### src/rtl/fetch_sequencer_pkg.sv
// Shared ISA definitions for the 8-bit core: halt opcode, sequencer states,
// program-select encodings and default resident-program base addresses.
package fetch_sequencer_pkg;

  localparam logic [7:0] HALT_OP = 8'b1000_1000;

  localparam logic [7:0] DEF_PROG0_BASE = 8'd0;    // multiply
  localparam logic [7:0] DEF_PROG1_BASE = 8'd100;  // string match
  localparam logic [7:0] DEF_PROG2_BASE = 8'd150;  // closest pair

  typedef enum logic [1:0] {
    ST_IDLE   = 2'd0,
    ST_RUN    = 2'd1,
    ST_HALTED = 2'd2
  } seq_state_e;

  typedef enum logic [1:0] {
    SEL_PROG0 = 2'd0,
    SEL_PROG1 = 2'd1,
    SEL_PROG2 = 2'd2,
    SEL_RSVD  = 2'd3
  } prog_sel_e;

endpackage

### src/rtl/fetch_sequencer_pc_next_calc.sv
// Combinational next-PC: sequential advance or register-relative branch,
// all arithmetic modulo 256.
module pc_next_calc (
  input  logic [7:0] pc,
  input  logic       branch_i,
  input  logic       branch_back_i,
  input  logic [7:0] offset_i,
  output logic [7:0] pc_next
);

  logic [7:0] pc_inc;

  assign pc_inc = pc + 8'd1;

  // Branch distance is relative to the instruction after the branch.
  always_comb begin
    pc_next = pc_inc;
    if (branch_i) begin
      if (branch_back_i) pc_next = pc_inc - offset_i;
      else               pc_next = pc_inc + offset_i;
    end
  end

endmodule

### src/rtl/fetch_sequencer.sv
// Program sequencer: owns the PC feeding the combinational instruction ROM,
// runs the IDLE/RUN/HALTED control FSM and counts retired instructions.
module fetch_sequencer
  import fetch_sequencer_pkg::*;
#(
  parameter logic [7:0]  PROG0_BASE = DEF_PROG0_BASE,
  parameter logic [7:0]  PROG1_BASE = DEF_PROG1_BASE,
  parameter logic [7:0]  PROG2_BASE = DEF_PROG2_BASE,
  parameter int unsigned CNT_W      = 16
) (
  input  logic             clk,
  input  logic             reset,
  input  logic             start_i,
  input  logic [1:0]       prog_sel_i,
  input  logic             abort_i,
  input  logic             stall_i,
  input  logic             branch_i,
  input  logic             branch_back_i,
  input  logic [7:0]       offset_i,
  input  logic [7:0]       inst_i,
  output logic [7:0]       address_o,
  output logic             inst_valid_o,
  output logic             busy_o,
  output logic             done_o,
  output logic             bad_sel_o,
  output logic [CNT_W-1:0] retired_o
);

  seq_state_e       state;
  logic [7:0]       pc;
  logic [7:0]       pc_next;
  logic [7:0]       base;
  logic [CNT_W-1:0] retired;
  logic             bad_sel;

  pc_next_calc u_pc_next_calc (
    .pc            (pc),
    .branch_i      (branch_i),
    .branch_back_i (branch_back_i),
    .offset_i      (offset_i),
    .pc_next       (pc_next)
  );

  // Start address of the selected resident program.
  always_comb begin
    base = PROG0_BASE;
    case (prog_sel_i)
      SEL_PROG1: base = PROG1_BASE;
      SEL_PROG2: base = PROG2_BASE;
      default:   base = PROG0_BASE;
    endcase
  end

  // Control FSM, PC register, retired counter and bad-select pulse.
  always_ff @(posedge clk or posedge reset) begin
    if (reset) begin
      state   <= ST_IDLE;
      pc      <= '0;
      retired <= '0;
      bad_sel <= 1'b0;
    end else begin
      bad_sel <= 1'b0;
      case (state)
        ST_IDLE, ST_HALTED: begin
          if (abort_i) begin
            state <= ST_IDLE;
            pc    <= '0;
          end else if (start_i) begin
            if (prog_sel_i == SEL_RSVD) begin
              bad_sel <= 1'b1;
            end else begin
              pc      <= base;
              retired <= '0;
              state   <= ST_RUN;
            end
          end
        end
        ST_RUN: begin
          if (abort_i) begin
            state <= ST_IDLE;
            pc    <= '0;
          end else if (!stall_i) begin
            if (retired != '1) retired <= retired + CNT_W'(1);
            // Halt retires but leaves the PC parked on its own address.
            if (inst_i == HALT_OP) state <= ST_HALTED;
            else                   pc    <= pc_next;
          end
        end
        default: begin
          state <= ST_IDLE;
          pc    <= '0;
        end
      endcase
    end
  end

  assign address_o    = pc;
  assign busy_o       = (state == ST_RUN);
  assign inst_valid_o = (state == ST_RUN);
  assign done_o       = (state == ST_HALTED);
  assign bad_sel_o    = bad_sel;
  assign retired_o    = retired;

endmodule

### config.mk
export PLATFORM = sky130hd
export DESIGN_NAME = fetch_sequencer
export DESIGN_NICKNAME = d
export VERILOG_FILES = /design/src/rtl/fetch_sequencer_pkg.sv /design/src/rtl/fetch_sequencer_pc_next_calc.sv /design/src/rtl/fetch_sequencer.sv
export SDC_FILE = /design/constraint.sdc
export NUM_CORES = 1
export LEC_CHECK = 0
export BUFFER_PORTS_ARGS = -buffer_cell sky130_fd_sc_hd__clkbuf_2
export CORE_MARGIN = 4
export CORE_UTILIZATION = 25
export DETAILED_ROUTE_END_ITERATION = 8
export PLACE_DENSITY_LB_ADDON = 0.08
export SYNTH_ARGS = -nofsm -noshare
export SYNTH_HDL_FRONTEND = slang
export SYNTH_HIERARCHICAL = 1
export SYNTH_SLANG_ARGS = --single-unit
export TNS_END_PERCENT = 30
### constraint.sdc
create_clock -name clk -period 3.55 [get_ports clk]
set_input_delay 0.71 -clock clk [delete_from_list [all_inputs] [get_ports clk]]
set_output_delay 0.71 -clock clk [all_outputs]
set_load 0.1 [all_outputs]
-- Yosys cells after proc, flatten, opt, wreduce, memory -nomap -nowiden
Index checks and enable logic that the tools add are counted.
- equality and inequality tests: 18
- add/subtract/negate cells: 4
- reduce and logical (&&, ||, !) cells: 6
- multiplexer cells: 28
- operator list (cell ; number):
    $mux 16 ; 6
    $mux 8 ; 8
    $pmux 16 s2 ; 1
    $pmux 8 s2 ; 2
    $add 16x1->16 const B ; 1
    $ne 16x16->1 const B ; 1
    $mux 2 ; 6
    $ne 3x3->1 const B ; 4
    $ne 2x2->1 const B ; 5
    $add 8x1->8 const B ; 1
    $add 8x8->8 ; 1
    $eq 8x8->1 const B ; 1
    $reduce_and 4->1 ; 2
    $sub 8x8->8 ; 1
    $reduce_and 7->1 ; 1
    $eq 2x2->1 const B ; 3
    $eq 2x1->1 const B ; 2
    $mux 1 ; 4
    $pmux 2 s2 ; 1
    $ne 3x2->1 const B ; 1
    $logic_not 2->1 ; 1
    $ne 2x1->1 const B ; 1
    $reduce_bool 2->1 ; 1
    $reduce_or 2->1 ; 1
- bits of input ports: 25
- output and inout port bits: 28
- flip-flop bits (word level): 27
- word-level logic and storage cells: 60

-- Depth between registers and ports, before layout
- depth after elaboration: 8
- mapped depth: 13
- mapped depth without buffers: 13

-- Hierarchy
The synthesis kept the hierarchy.
- modules (own cells, without submodules) (module ; area an instance (um^2) ; cells an instance ; times used):
    fetch_sequencer ; 1630.3 ; 164 ; 1
    pc_next_calc ; 596.8 ; 81 ; 1

-- Worst setup path after synthesis
Ideal clock, no wire load.
- path type: register -> register
- start: register pc[0], in the netlist address_o[0]
- end: register pc[7], in the netlist address_o[7]
- setup slack: 0.130 ns
- data arrival time: 3.294 ns
- buffers on the path: 0
- cell stages (with the launch flop): 14
- period minus slack after synthesis: 3.420 ns
- library setup time: 0.126 ns
- cell sequence: dfrtp_1 > ha_1 > nand3_1 > nor2_1 > xor2_1 > ha_1 > a21o_1 > a31o_2 > a21oi_2 > xnor2_1 > nand2_1 > xnor2_1 > a22o_1 > mux2_2
- longest elaborated chain between the ends: 8
- elaborated cells on any way between the ends: 9
- classes of those cells: add/sub (3); mux (6)
- ends and longest elaborated chain (item ; line ; RTL):
    start, declared ; fetch_sequencer.sv:30 ; logic [7:0] pc;
    start signal, assigned ; fetch_sequencer.sv:72 ; pc <= base;
    start signal, assigned ; fetch_sequencer.sv:86 ; else pc <= pc_next;
    $add 8x1->8 (*) ; fetch_sequencer_pc_next_calc.sv:13 ; assign pc_inc = pc + 8'd1;
    $add 8x8->8 or $sub 8x8->8 (tied branches) ; fetch_sequencer_pc_next_calc.sv:20, fetch_sequencer_pc_next_calc.sv:19 ;
    $mux 8 ; fetch_sequencer_pc_next_calc.sv:19 ; if (branch_back_i) pc_next = pc_inc - offset_i;
    $mux 8 (*) ; fetch_sequencer_pc_next_calc.sv:18 ; if (branch_i) begin
    named net pc_next[7] ; fetch_sequencer.sv:31 ; logic [7:0] pc_next;
    $mux 8 (*) ; fetch_sequencer.sv:85 ; if (inst_i == HALT_OP) state <= ST_HALTED;
    $mux 8 (*) ; fetch_sequencer.sv:82 ; end else if (!stall_i) begin
    $mux 8 (*) ; fetch_sequencer.sv:79 ; if (abort_i) begin
    $pmux 8 s2 (*) ; fetch_sequencer.sv:63 ; case (state)
The timed path passes the listed nets; every way through them passes the cells marked *. The select of a mux whose other input is x is not followed.
A chain may end at the register's enable or synchronous reset.

-- Worst setup path in the final report
- start: input offset_i[0]
- end: register pc[7], in the netlist address_o[7]
- longest elaborated chain between the ends: 7
- elaborated cells on any way between the ends: 8
- classes of those cells: add/sub (2); mux (6)
- ends and longest elaborated chain (item ; line ; RTL):
    start, declared ; fetch_sequencer.sv:19 ; input logic [7:0] offset_i,
    $add 8x8->8 or $sub 8x8->8 (tied branches) ; fetch_sequencer_pc_next_calc.sv:20, fetch_sequencer_pc_next_calc.sv:19 ;
    $mux 8 (*) ; fetch_sequencer_pc_next_calc.sv:19 ;
    $mux 8 (*) ; fetch_sequencer_pc_next_calc.sv:18 ;
    named net pc_next[7] ; fetch_sequencer.sv:31 ;
    $mux 8 (*) ; fetch_sequencer.sv:85 ;
    $mux 8 (*) ; fetch_sequencer.sv:82 ;
    $mux 8 (*) ; fetch_sequencer.sv:79 ;
    $pmux 8 s2 (*) ; fetch_sequencer.sv:63 ;
Marks and branches as above.

==> results_dict.tcl <==
set metrics [dict create \
    nFillCells 969 \
    cpPeakStageDelay_ns 0.29 \
    syn-instance-count 245 \
    gp_congestion 0.7512 \
    switching_share_pct 54.37 \
    syn_area_um2 2227 \
    grt_use_total_pct 12.65 \
    ant_nets 0 \
    routed_via_density 4.877 \
    endpoint_kind "register" \
    synth_edf_count 0 \
    die_y_um 102.4 \
    p_seq_share_pct 33.0 \
    pwr-share-comb_pct 52.8 \
    power_mw 1.294 \
    synth_area_per_cell_um2 9.090 \
    synth_top_area_cell "dfrtp_1" \
    vias 1980 \
    dpl.hpwl_um 4873 \
    cts_root_buf "clkbuf_8" \
    layout_commonest_cell "clkbuf_2" \
    synth_flop_cell "dfrtp_1" \
    crit_type "input pin to register" \
    final_cell_mix "52 x clkbuf_2, 27 x dfrtp_1, 21 x inv_1" \
    antenna_found_initial 0 \
    grt_overflow 0 \
    antenna_cells 0 \
    yosys-top-cells-area "dfrtp_1 30%, ha_1 7.3%, xnor2_1 5.5%" \
    place_area_um2 2611 \
    placed_cells 402 \
    cp_common_cell "xnor2_1" \
    worstMarginPinSlew_ns 0.6837 \
    slew_headroom_pct 54.00 \
    portBuffers 52 \
    internal_power_mw 0.5904 \
    drive_above_1_share_pct 27.18 \
    rows 34 \
    drc_errors 0 \
    start_kind "input pin" \
    first_pass_iters 4 \
    fin_nets 338 \
    required_ns 3.71 \
    worst_path_max_delay_cell "ha_1" \
    syn_nets 284 \
    wl_per_cell_um 15.32 \
    area_growth_pct 19.27 \
    grt_pass1_vias 1994 \
    synth_top_area_share_pct 30.34 \
    tns_ns 0 \
    max_cap_violations 0 \
    coreArea_um2 8678 \
    hold_viol 0 \
    crit_arrival_ns 3.12 \
    start_util_pct 25.66 \
    synthArstFlopShare_pct 100.0 \
    ys_types 60 \
    grt_max_degree 28 \
    skew_ns 0.008903 \
    final_area_um2 2656 \
    grt_setup_unrepaired "false" \
    drt_iter0_drc 82 \
    synth_seq_area_share_pct 30.34 \
    final_cells 406 \
    setup_violations 0 \
    fmax_mhz 337.8 \
    path_delay_family "compound AO/OA/AOI/OAI gates" \
    drt-total-wl_um 6221 \
    crit_buf_inv 2 \
    cts_hold_buf 0 \
    cp_max_fo 4 \
    status "finished, final reports clean" \
    clk_latency_ns 0.28 \
    switchingPower_mw 0.7035 \
    cts.sinks 27 \
    path_cells "clkbuf_2, inv_1, ha_1, a31oi_1, xnor2_1, ha_1, a21o_1, a31o_2, a21oi_2, xnor2_1, nand2_1, xnor2_1, a22o_1, mux2_2" \
    slew_viol_final 0 \
    die_w_um 102.4 \
    clkPwrFrac_pct 14.1 \
    htree_levels 1 \
    clkTransAtPathRegs_ns 0.10 \
    pin_count 53 \
    irDropWorstVdd_v 0.0003411 \
    grt_pass1_wl_um 10440 \
    postCtsSetupBuffers 0 \
    hold_path_class "input pin to asynchronous set/reset pin" \
    p_per_area_nw_per_um2 487.1 \
    post-route-period-util_pct 83.40 \
    die-area_um2 10480 \
    cts_tree "built" \
    p_leak_nw 1.233 \
    synth_seq_cells 27 \
    cts_inserted_buffers 3 \
    fin_crit_ns 2.961 \
    yosysWarnings 6 \
    post_cts_resize_count 0 \
    cts.path.max_buffers 2 \
]
-- worst register-to-register path: stages (launching register included) --
cell	delay (ns)
dfrtp_1	0.44
ha_1	0.21
nand3_1	0.12
nor2_1	0.16
xor2_1	0.23
ha_1	0.31
a21o_1	0.19
a31o_2	0.21
a21oi_2	0.11
xnor2_1	0.14
nand2_1	0.09
xnor2_1	0.14
a22o_1	0.20
mux2_2	0.25
-- state kept, by name (all words and copies together), names as in the netlist --
register   flops
retired_o     16
bad_sel_o      1
state          2
address_o      8
-- final cells by class --
class / count / area (um^2) / share of cell area (%)
clock buffers: 4 / 45.04 / 1.696
flip-flops and latches: 27 / 675.6 / 25.44
inverters: 22 / 82.58 / 3.109
well taps: 108 / 135.1 / 5.087
repair buffers: 56 / 290.3 / 10.93
multi-input cells: 189 / 1428 / 53.74
-- path summary, 6_finish.rpt --
kind | cells after the start | slack [ns] | start | to
worst min register to register | 1 | 0.57 | retired_o[11]$_DFFE_PP0P_ | retired_o[11]$_DFFE_PP0P_
worst max register to register | 13 | 0.64 | address_o[0]$_DFFE_PP0P_ | address_o[7]$_DFFE_PP0P_
worst min-delay path | 3 | 0.47 | reset | retired_o[4]$_DFFE_PP0P_
max in group asynchronous | 3 | 2.78 | reset | state[0]$_DFFE_PP0P_
worst max-delay path | 14 | 0.59 | offset_i[0] | address_o[7]$_DFFE_PP0P_
min in group clk | 1 | 0.57 | retired_o[11]$_DFFE_PP0P_ | retired_o[11]$_DFFE_PP0P_
-- logic make-up after synthesis --
| logic type | Yosys count | share of synthesized area (%) |
|---|---|---|
| compound gates | 70 | 23.32 |
| xor+xnor | 19 | 7.472 |
| fa+ha+maj | 14 | 8.202 |
| buf+inv | 29 | 5.561 |
| flops | 27 | 30.34 |
| mux | 11 | 5.281 |
| simple gates | 75 | 19.83 |
-- per-stage QoR --
stage / util [%] / setup slack [ns] / hold WS, ns
detailed placement: 30.09 / 0.3118 / 0.5432
global placement: 30.09 / 0.3457 / 0.5451
floorplan: - / 0.1297 / 0.5423
CTS: 30.61 / 0.5948 / 0.4754
global route: 30.61 / 0.3644 / 0.5097
finish: 30.61 / 0.5892 / 0.4733
-- per-layer routing --
| metal | vias to the layer above | wire, um | track usage [%] |
|---|---|---|---|
| met3 | 2 | 228 | 1.843 |
| met1 | 921 | 3277 | 19.37 |
| met4 | 0 | 40 | 3.027 |
| li1 | 1022 | - | - |
| met5 | - | 0 | 0 |
| met2 | 35 | 2675 | 18.54 |
-- power groups by stage --
stage          Sequential (mW)  Combinational (mW)  Clock [mW]
2_1_floorplan            0.741               0.239           0
3_5_place_dp             0.435               0.685           0
4_1_cts                  0.428               0.689       0.200
6_report                 0.428               0.684       0.183
3_3_place_gp             0.434               0.689           0
5_1_grt                  0.439               0.731       0.211
-- synth_stat cells, types with 3 or more instances --
cell type,n
a31oi_1,8
a21oi_2,3
mux2i_1,5
o211ai_1,5
nor3_1,3
xor2_1,5
a21o_1,3
and3_1,4
dfrtp_1,27
xnor2_1,14
nor2_1,18
inv_1,21
o21ai_0,5
nand2_1,17
a221oi_1,3
ha_1,13
nand3_1,8
a21oi_1,15
a22o_1,7
clkbuf_1,4
mux2_2,5
o22ai_1,3
(Power assumes the default switching activity.)
